<file path="src/rtl/serial_comparator_lsb.sv">
// Bit-serial LSB-first magnitude comparator for two unsigned WIDTH-bit operands.
// Each accepted bit pair is less significant than every later pair. A later
// differing pair therefore overrides any earlier greater/less decision.
//
// Handshake: Busy is the ready signal and Bit_Valid is the valid signal.
// A bit pair on A_Bit/B_Bit is consumed on a rising edge only when both are 1
// in the cycle before that edge and Start is 0. A Start in RUN restarts the
// comparison and discards the pair offered in the same cycle. Bit_Valid is
// ignored whenever Busy is 0. The producer may hold Bit_Valid low for any
// number of cycles in RUN without losing state.
module serial_comparator_lsb #(
  parameter  int WIDTH = 8,
  localparam int CW    = $clog2(WIDTH + 1)
) (
  input  logic          Clk,
  input  logic          Rst_n,
  input  logic          Start,
  input  logic          Bit_Valid,
  input  logic          A_Bit,
  input  logic          B_Bit,
  output logic          Busy,
  output logic          Done,
  output logic          Eq_Out,
  output logic          Gr_Out,
  output logic          Ls_Out,
  output logic [CW-1:0] Bit_Cnt,
  output logic [1:0]    dbg_state
);

  typedef enum logic [1:0] {
    IDLE = 2'd0,
    RUN  = 2'd1,
    DONE = 2'd2
  } state_t;

  localparam logic [CW-1:0] LAST_CNT = CW'(WIDTH - 1);

  state_t        state_q, state_d;
  logic          eq_q, eq_d;
  logic          gr_q, gr_d;
  logic [CW-1:0] cnt_d;
  logic          load_result;

  assign dbg_state = state_q;

  // Next-state and working-register update; the result is latched on entry to DONE.
  always_comb begin
    state_d     = state_q;
    eq_d        = eq_q;
    gr_d        = gr_q;
    cnt_d       = Bit_Cnt;
    load_result = 1'b0;
    case (state_q)
      IDLE: begin
        if (Start) begin
          state_d = RUN;
          eq_d    = 1'b1;
          gr_d    = 1'b0;
          cnt_d   = '0;
        end
      end
      RUN: begin
        if (Start) begin
          // Abort and restart; the pair offered this cycle is dropped.
          eq_d  = 1'b1;
          gr_d  = 1'b0;
          cnt_d = '0;
        end else if (Bit_Valid) begin
          eq_d = eq_q & (A_Bit ~^ B_Bit);
          if (A_Bit != B_Bit) begin
            gr_d = A_Bit & ~B_Bit;
          end
          cnt_d = Bit_Cnt + 1'b1;
          if (Bit_Cnt == LAST_CNT) begin
            state_d     = DONE;
            load_result = 1'b1;
          end
        end
      end
      DONE: begin
        if (Start) begin
          state_d = RUN;
          eq_d    = 1'b1;
          gr_d    = 1'b0;
          cnt_d   = '0;
        end else begin
          state_d = IDLE;
        end
      end
      default: begin
        state_d = IDLE;
      end
    endcase
  end

  // State and working registers; Busy/Done come from the next state so they stay registered.
  always_ff @(posedge Clk or negedge Rst_n) begin
    if (!Rst_n) begin
      state_q <= IDLE;
      eq_q    <= 1'b1;
      gr_q    <= 1'b0;
      Bit_Cnt <= '0;
      Busy    <= 1'b0;
      Done    <= 1'b0;
    end else begin
      state_q <= state_d;
      eq_q    <= eq_d;
      gr_q    <= gr_d;
      Bit_Cnt <= cnt_d;
      Busy    <= (state_d == RUN);
      Done    <= (state_d == DONE);
    end
  end

  // Result registers update only when a comparison completes and otherwise hold.
  always_ff @(posedge Clk or negedge Rst_n) begin
    if (!Rst_n) begin
      Eq_Out <= 1'b0;
      Gr_Out <= 1'b0;
      Ls_Out <= 1'b0;
    end else if (load_result) begin
      Eq_Out <= eq_d;
      Gr_Out <= gr_d;
      Ls_Out <= ~eq_d & ~gr_d;
    end
  end

endmodule
</file>
<file path="config.mk">
export PLATFORM = sky130hd
export DESIGN_NAME = serial_comparator_lsb
export DESIGN_NICKNAME = d
export VERILOG_FILES = /design/src/rtl/serial_comparator_lsb.sv
export SDC_FILE = /design/constraint.sdc
export NUM_CORES = 1
export LEC_CHECK = 0
export CORE_MARGIN = 2
export CORE_UTILIZATION = 45
export CTS_CLUSTER_DIAMETER = 150
export DETAILED_ROUTE_END_ITERATION = 10
export GPL_ROUTABILITY_DRIVEN = 0
export HOLD_SLACK_MARGIN = 0.15
export PLACE_DENSITY = 0.75
export SLEW_MARGIN = 20
export SYNTH_ARGS = -nofsm -noshare
export SYNTH_HDL_FRONTEND = slang
export SYNTH_SLANG_ARGS = --single-unit
</file>
<file path="constraint.sdc">
create_clock -name Clk -period 1.9 [get_ports Clk]
set_clock_uncertainty 0.1 [all_clocks]
set_input_delay 0.38 -clock Clk [delete_from_list [all_inputs] [get_ports Clk]]
set_output_delay 0.38 -clock Clk [all_outputs]
set_load 0.03 [all_outputs]
</file>
==> results of run 1 <==
[cell families after synthesis]
family / after synthesis / synth area share (%)
AOI/OAI and AO/OA: 16 / 15.10
muxes: 2 / 4.706
buffers and inverters: 6 / 6.077
adders and majority gates: 2 / 3.921
DFF: 13 / 51.18
and+or+nand+nor: 21 / 19.02
[synth_stat cells (all sizes together)]
library cell / instances
a21oi: 5
a22o: 1
a32o: 1
a32oi: 1
and3b: 1
buf: 2
clkinv: 1
dfrtp: 12
dfstp: 1
ha: 2
inv: 3
mux2: 2
nand2: 6
nand2b: 2
nand4: 1
nor2: 5
nor2b: 1
nor3: 1
nor3b: 1
nor4: 2
o21ai: 6
o22ai: 1
o31ai: 1
or4: 1
[worst paths after layout]
check,endpoint,slack [ps],cells past startpoint,startpoint
worst min-delay path,Bit_Cnt[2],370,1,Rst_n
worst max register to register,Ls_Out,150,5,Bit_Cnt[0]
min in group Clk,Ls_Out,400,2,Ls_Out
max in group asynchronous,dbg_state[1],900,1,Rst_n
worst min register to register,Ls_Out,400,2,Ls_Out
worst max-delay path,Bit_Cnt[1],70,1,Bit_Cnt[1]
[flip-flops by register name (all words and copies together), names as in the netlist]
| signal | cells |
|---|---|
| eq_q | 1 |
| Eq_Out | 1 |
| Ls_Out | 1 |
| Bit_Cnt | 4 |
| dbg_state | 2 |
| gr_q | 1 |
| Busy | 1 |
| Done | 1 |
| Gr_Out | 1 |
[what timing repair did]
item,in CTS,in global routing
resized for setup,2,4
gates cloned,0,0
endpoints found under the setup margin,2,3
[metrics by stage]
stage          TNS [ps]  worst slack [ps]
6_report              0             66.46
5_1_grt               0             20.99
4_1_cts               0            0.5597
3_5_place_dp     -601.1            -242.8
3_3_place_gp     -565.1            -219.1
2_1_floorplan         0             30.35
[final cells by class]
cell class              count  area share [%]
multi-input cells          41           31.81
well taps                  15           2.083
repair buffers             24           24.72
inverters                   4           1.806
flip-flops and latches     13           36.67
clock buffers               4           2.917
[metal layers]
layer / vias up / part of all wire (%)
met3: 2 / 5.9
met5: - / 0
met1: 266 / 47
li1: 273 / -
met2: 23 / 46
met4: 0 / 1.3
[power groups by stage]
stage	clock network, uW	registers (uW)	logic, uW
2_1_floorplan	0	304	21.9
3_3_place_gp	0	297	62.6
3_5_place_dp	0	297	64.5
4_1_cts	181	292	64.6
5_1_grt	196	292	73.3
6_report	174	292	66.5
==> flow_summary_export.csv, run 1 <==
group,metric,value,unit
cts,root_buffer,"clkbuf_4",
global_route,overflow,0,
synthesis,syn_area,638.1,um^2
setup_path,critPathBufInv,1,
floorplanning,dieArea,1735,um^2
synthesis,syn_inst,60,
cts,cts_buffers,3,
sta,timing.final.crit_share,96.50,%
sta,slew_viol_final,0,
sta,setup_viol,0,
synthesis,ys_warn_count,0,
setup_path,cp-start-kind,"flop",
synthesis,synth.avg_cell_area,10.64,um^2
setup_path,path_class,"flop to output pin",
global_route,grt.met1_usage,27.56,%
finish,area_delta_synth_final,41.18,%
floorplanning,start_util,48.43,%
setup_path,cp-end-kind,"output pin",
setup_path,worstPathMaxFanout,5,
finish,fill_cells,106,
power_and_ir_drop,power,532.1,uW
power_and_ir_drop,p_leak,0.0004401,uW
setup_path,crit_chain,"clkdlybuf4s50_1",
route,viasPerCell,5.584,
sta,slew_headroom,60.13,%
sta,hold_slack,372.6,ps
route,vias,564,
min_path,hp-class,"input pin to asynchronous set/reset pin",
route,ant_nets,0,
setup_path,arrival,1350,ps
flow_run,maxCapViolCount,0,
global_route,grt_pass1_wl,2.615,mm
cts,cts_tree,"yes",
setup_path,cp_slowest_cell,"clkdlybuf4s50_1",
power_and_ir_drop,p_sw,132.2,uW
setup_path,crit_family,"buffers and inverters",
global_route,antenna_found_initial,0,
global_route,grt_use_met2,30.63,%
finish,design_area,900.9,um^2
synthesis,ys_seq_area_share,51.18,%
finish,utilization,68.38,%
placed_design,placed_area,858.3,um^2
power_and_ir_drop,swShare,24.85,%
finish,antennaDiodeCount,0,
outcome,outcome,"finished clean",
route,dr.pass1.iters,4,
global_route,grt_pass1_vias,536,
power_and_ir_drop,p_clk_share,32.7,%
synthesis,synth_area_leader_cell,"dfrtp_1",
finish,drive_above_1_share,26.74,%
floorplanning,floorplan.io_pins,17,
sta,rsz0062_at_grt,"false",
cts,postCtsSetupBuffers,0,
cts,cts_buffer_depth,2,
finish,final-seq-area,330.3,um^2
floorplanning,die_width,41.66,um
route,drt_iter0_markers,13,
route,wl_per_cell,15.02,um
global_route,gr-usage-met3,6.522,%
finish,finalNetCount,95,
cts,clk_pin_slew,80,ps
sta,worstMarginPinSlew,596.2,ps
synthesis,ys_ff_latch,13,
placed_design,io_buffers,16,
global_route,grt_max_degree,14,
setup_path,max_stage_delay,670,ps
floorplanning,core.rowCount,13,
global_route,grt-busiest-layer,"met2",
synthesis,synth_top_area_share,47.06,%
sta,timing.fmax,0.5454,GHz
finish,layout.cells.non_filler,101,
synthesis,synth_area_leaders,"dfrtp_1, o21ai_0, mux2_4",
power_and_ir_drop,p_comb_share,12.5,%
route,finalWirelength,1.517,mm
power_and_ir_drop,power.internal,399.9,uW
cts,clock_latency,280,ps
sta,period_needed,1834,ps
global_route,grt_usage,20.70,%
finish,multi_input_area,286.5,um^2
finish,layout_common_cells,"clkdlybuf4s50_1, dfrtp_1, buf_4, nand2_1, o21ai_0",
synthesis,synth_cell_type_count,25,
cts,cts_hold_buf,0,
cts,htreeDepth,1,
placed_design,place_inst,97,
power_and_ir_drop,p_per_area,590.6,nW/um^2
floorplanning,coreArea,1318,um^2
route,drc,0,
finish,mostFrequentLayoutCell,"clkdlybuf4s50_1",
floorplanning,die_y,41.66,um
placed_design,hpwl,1.075,mm
cts,cts.sinks,13,
synthesis,synth_nets,68,
power_and_ir_drop,pwr-share-seq,54.8,%
setup_path,required,1420,ps
sta,final_hold_viol_count,0,
power_and_ir_drop,peakVddDrop,0.0004477,V
(Power assumes the default switching activity.)
==> inputs of run 2 (changes only) <==
CORE_MARGIN = not set   (was 2)
PLACE_DENSITY = 0.86   (was 0.75)
==> run 2 against run 1 <==
Net effect:
- non-clock buffer count shrank 2
- worst hold slack gained 0.66 ps
- cell count down 2.0%
- utilization down 1.3 points
- first-iteration DRC count is 7.7% lower
- clock-buffer cell count did not move
- cell area shrank 1.9%
- wire length decreased by 12%
- sequential share of layout area increased by 0.73 points
- highest routed layer unchanged
==> flow_summary_export.csv, run 2 (same netlist as run 1, synthesis figures left out) <==
group,metric,value,unit
outcome,outcome,"finished clean",
setup_path,cp-end-kind,"output pin",
finish,layout.cells.non_filler,99,
sta,final_hold_viol_count,0,
cts,cts_buffers,3,
power_and_ir_drop,p_clk_share,32.7,%
placed_design,place_inst,95,
floorplanning,dieArea,1573,um^2
global_route,grt_max_degree,14,
power_and_ir_drop,p_leak,0.0004159,uW
route,viasPerCell,5.475,
route,drc,0,
placed_design,hpwl,980.1,um
route,wl_per_cell,13.45,um
cts,cts.sinks,13,
sta,period_needed,1847,ps
setup_path,worstPathMaxFanout,5,
finish,area_delta_synth_final,38.43,%
floorplanning,die_y,39.66,um
sta,timing.fmax,0.5415,GHz
sta,timing.final.crit_share,97.20,%
finish,multi_input_area,286.5,um^2
setup_path,crit_family,"buffers and inverters",
setup_path,reg2regPathDepth,5,
min_path,hp-class,"input pin to asynchronous set/reset pin",
setup_path,cp.depth,1,
cts,cts_buffer_depth,2,
global_route,grt_pass1_vias,476,
cts,clock_latency,270,ps
placed_design,pre_cts_slack,-262.4,ps
setup_path,path_class,"flop to output pin",
power_and_ir_drop,power.internal,397.9,uW
floorplanning,die_width,39.66,um
sta,timing.final.ws_setup,53.26,ps
finish,final-seq-area,330.3,um^2
power_and_ir_drop,p_per_area,597.1,nW/um^2
finish,fill_cells,112,
power_and_ir_drop,peakVddDrop,0.0003925,V
cts,clk_pin_slew,80,ps
placed_design,io_buffers,16,
global_route,antenna_found_initial,0,
setup_path,arrival,1370,ps
power_and_ir_drop,p_sw,129.6,uW
floorplanning,start_util,48.43,%
global_route,grt_pass1_wl,2.070,mm
cts,cts_hold_buf,0,
floorplanning,floorplan.io_pins,17,
flow_run,maxCapViolCount,0,
finish,mostFrequentLayoutCell,"clkdlybuf4s50_1",
setup_path,crit_chain,"clkdlybuf4s50_1",
route,dr.pass1.iters,4,
cts,root_buffer,"clkbuf_4",
setup_path,cp-start-kind,"flop",
finish,antennaDiodeCount,0,
finish,top_register,"Bit_Cnt",
setup_path,required,1420,ps
global_route,overflow,0,
power_and_ir_drop,p_comb_share,12.0,%
sta,slew_viol_final,0,
route,finalWirelength,1.332,mm
finish,drive_above_1_share,25.00,%
global_route,grt_usage,20.84,%
sta,rsz0062_at_grt,"false",
floorplanning,core.rowCount,13,
floorplanning,coreArea,1318,um^2
cts,cts_tree,"yes",
power_and_ir_drop,swShare,24.57,%
finish,layout_common_cells,"clkdlybuf4s50_1, dfrtp_1, nand2_1, o21ai_0, buf_4",
setup_path,critPathBufInv,1,
sta,slew_headroom,60.65,%
sta,worstMarginPinSlew,588.4,ps
power_and_ir_drop,pwr-share-seq,55.3,%
route,vias,542,
route,ant_nets,0,
setup_path,cp_slowest_cell,"clkdlybuf4s50_1",
finish,finalNetCount,93,
setup_path,max_stage_delay,680,ps
finish,largest_reg_flops,4,
sta,hold_slack,373.2,ps
sta,setup_viol,0,
route,drt_iter0_markers,12,
cts,htreeDepth,1,
==> run 2: cell count changes in the layout (fill, tap and decap cells not counted), sizes merged <==
cell | previous run | this run
clkdlybuf4s50 | 12 | 13
buf | 8 | 6
dlymetal6s2s | 2 | 1
==> run 2: per-stage QoR <==
step           util (%)  power, uW  instance area, um^2  setup TNS [ps]
2_1_floorplan         -      325.9                641.9               0
3_3_place_gp      64.01      356.3                843.3          -494.9
3_5_place_dp      64.01      358.0                843.3          -646.8
4_1_cts           65.81      531.8                867.1               0
5_1_grt           67.05      550.1                883.3               0
6_report          67.05      527.5                883.3               0
==> run 2: layout make-up <==
cell class                      count  area share (%)
Clock buffer                        4           2.975
Sequential cell                    13           37.39
Inverter                            4           1.841
Tap cell                           15           2.125
Timing Repair Buffer               22           23.23
Multi-Input combinational cell     41           32.44
==> run 2: path summary, 6_finish.rpt <==
kind                            start         end  slack, ps
max                        Bit_Cnt[1]  Bit_Cnt[1]         50
min                             Rst_n      Ls_Out        370
max reg2reg                Bit_Cnt[0]      Eq_Out        150
min reg2reg                    Ls_Out      Ls_Out        400
max in group asynchronous       Rst_n  Bit_Cnt[1]        910
min in group Clk               Ls_Out      Ls_Out        400
==> run 2: power groups by stage <==
stage          Combinational (uW)  Sequential, uW  Clock, uW
5_1_grt                      68.7             293        189
3_3_place_gp                 59.4             297          0
3_5_place_dp                 60.9             297          0
2_1_floorplan                21.9             304          0
4_1_cts                      61.3             292        179
6_report                     63.1             292        173
==> run 2: per-layer routing <==
layer,global-route usage (%),wire length (um),vias to the layer above
met3,5.114,62,2
li1,-,-,260
met2,29.10,613,15
met4,10.34,6,0
met1,29.39,649,265
met5,0,0,-
==> run 2: timing repair <==
action | 4_1_cts | 5_1_grt
resized for setup | 2 | 3
setup endpoints to repair | 2 | 3
pin swaps | 0 | 1
buffers inserted | 0 | 0
hold endpoints to repair | 0 | 0
==> inputs of run 3 (changes only) <==
SLEW_MARGIN = 15   (was 20)
==> results of run 3 <==
No change in the layout: final DEF, timing and power equal those of run 2.
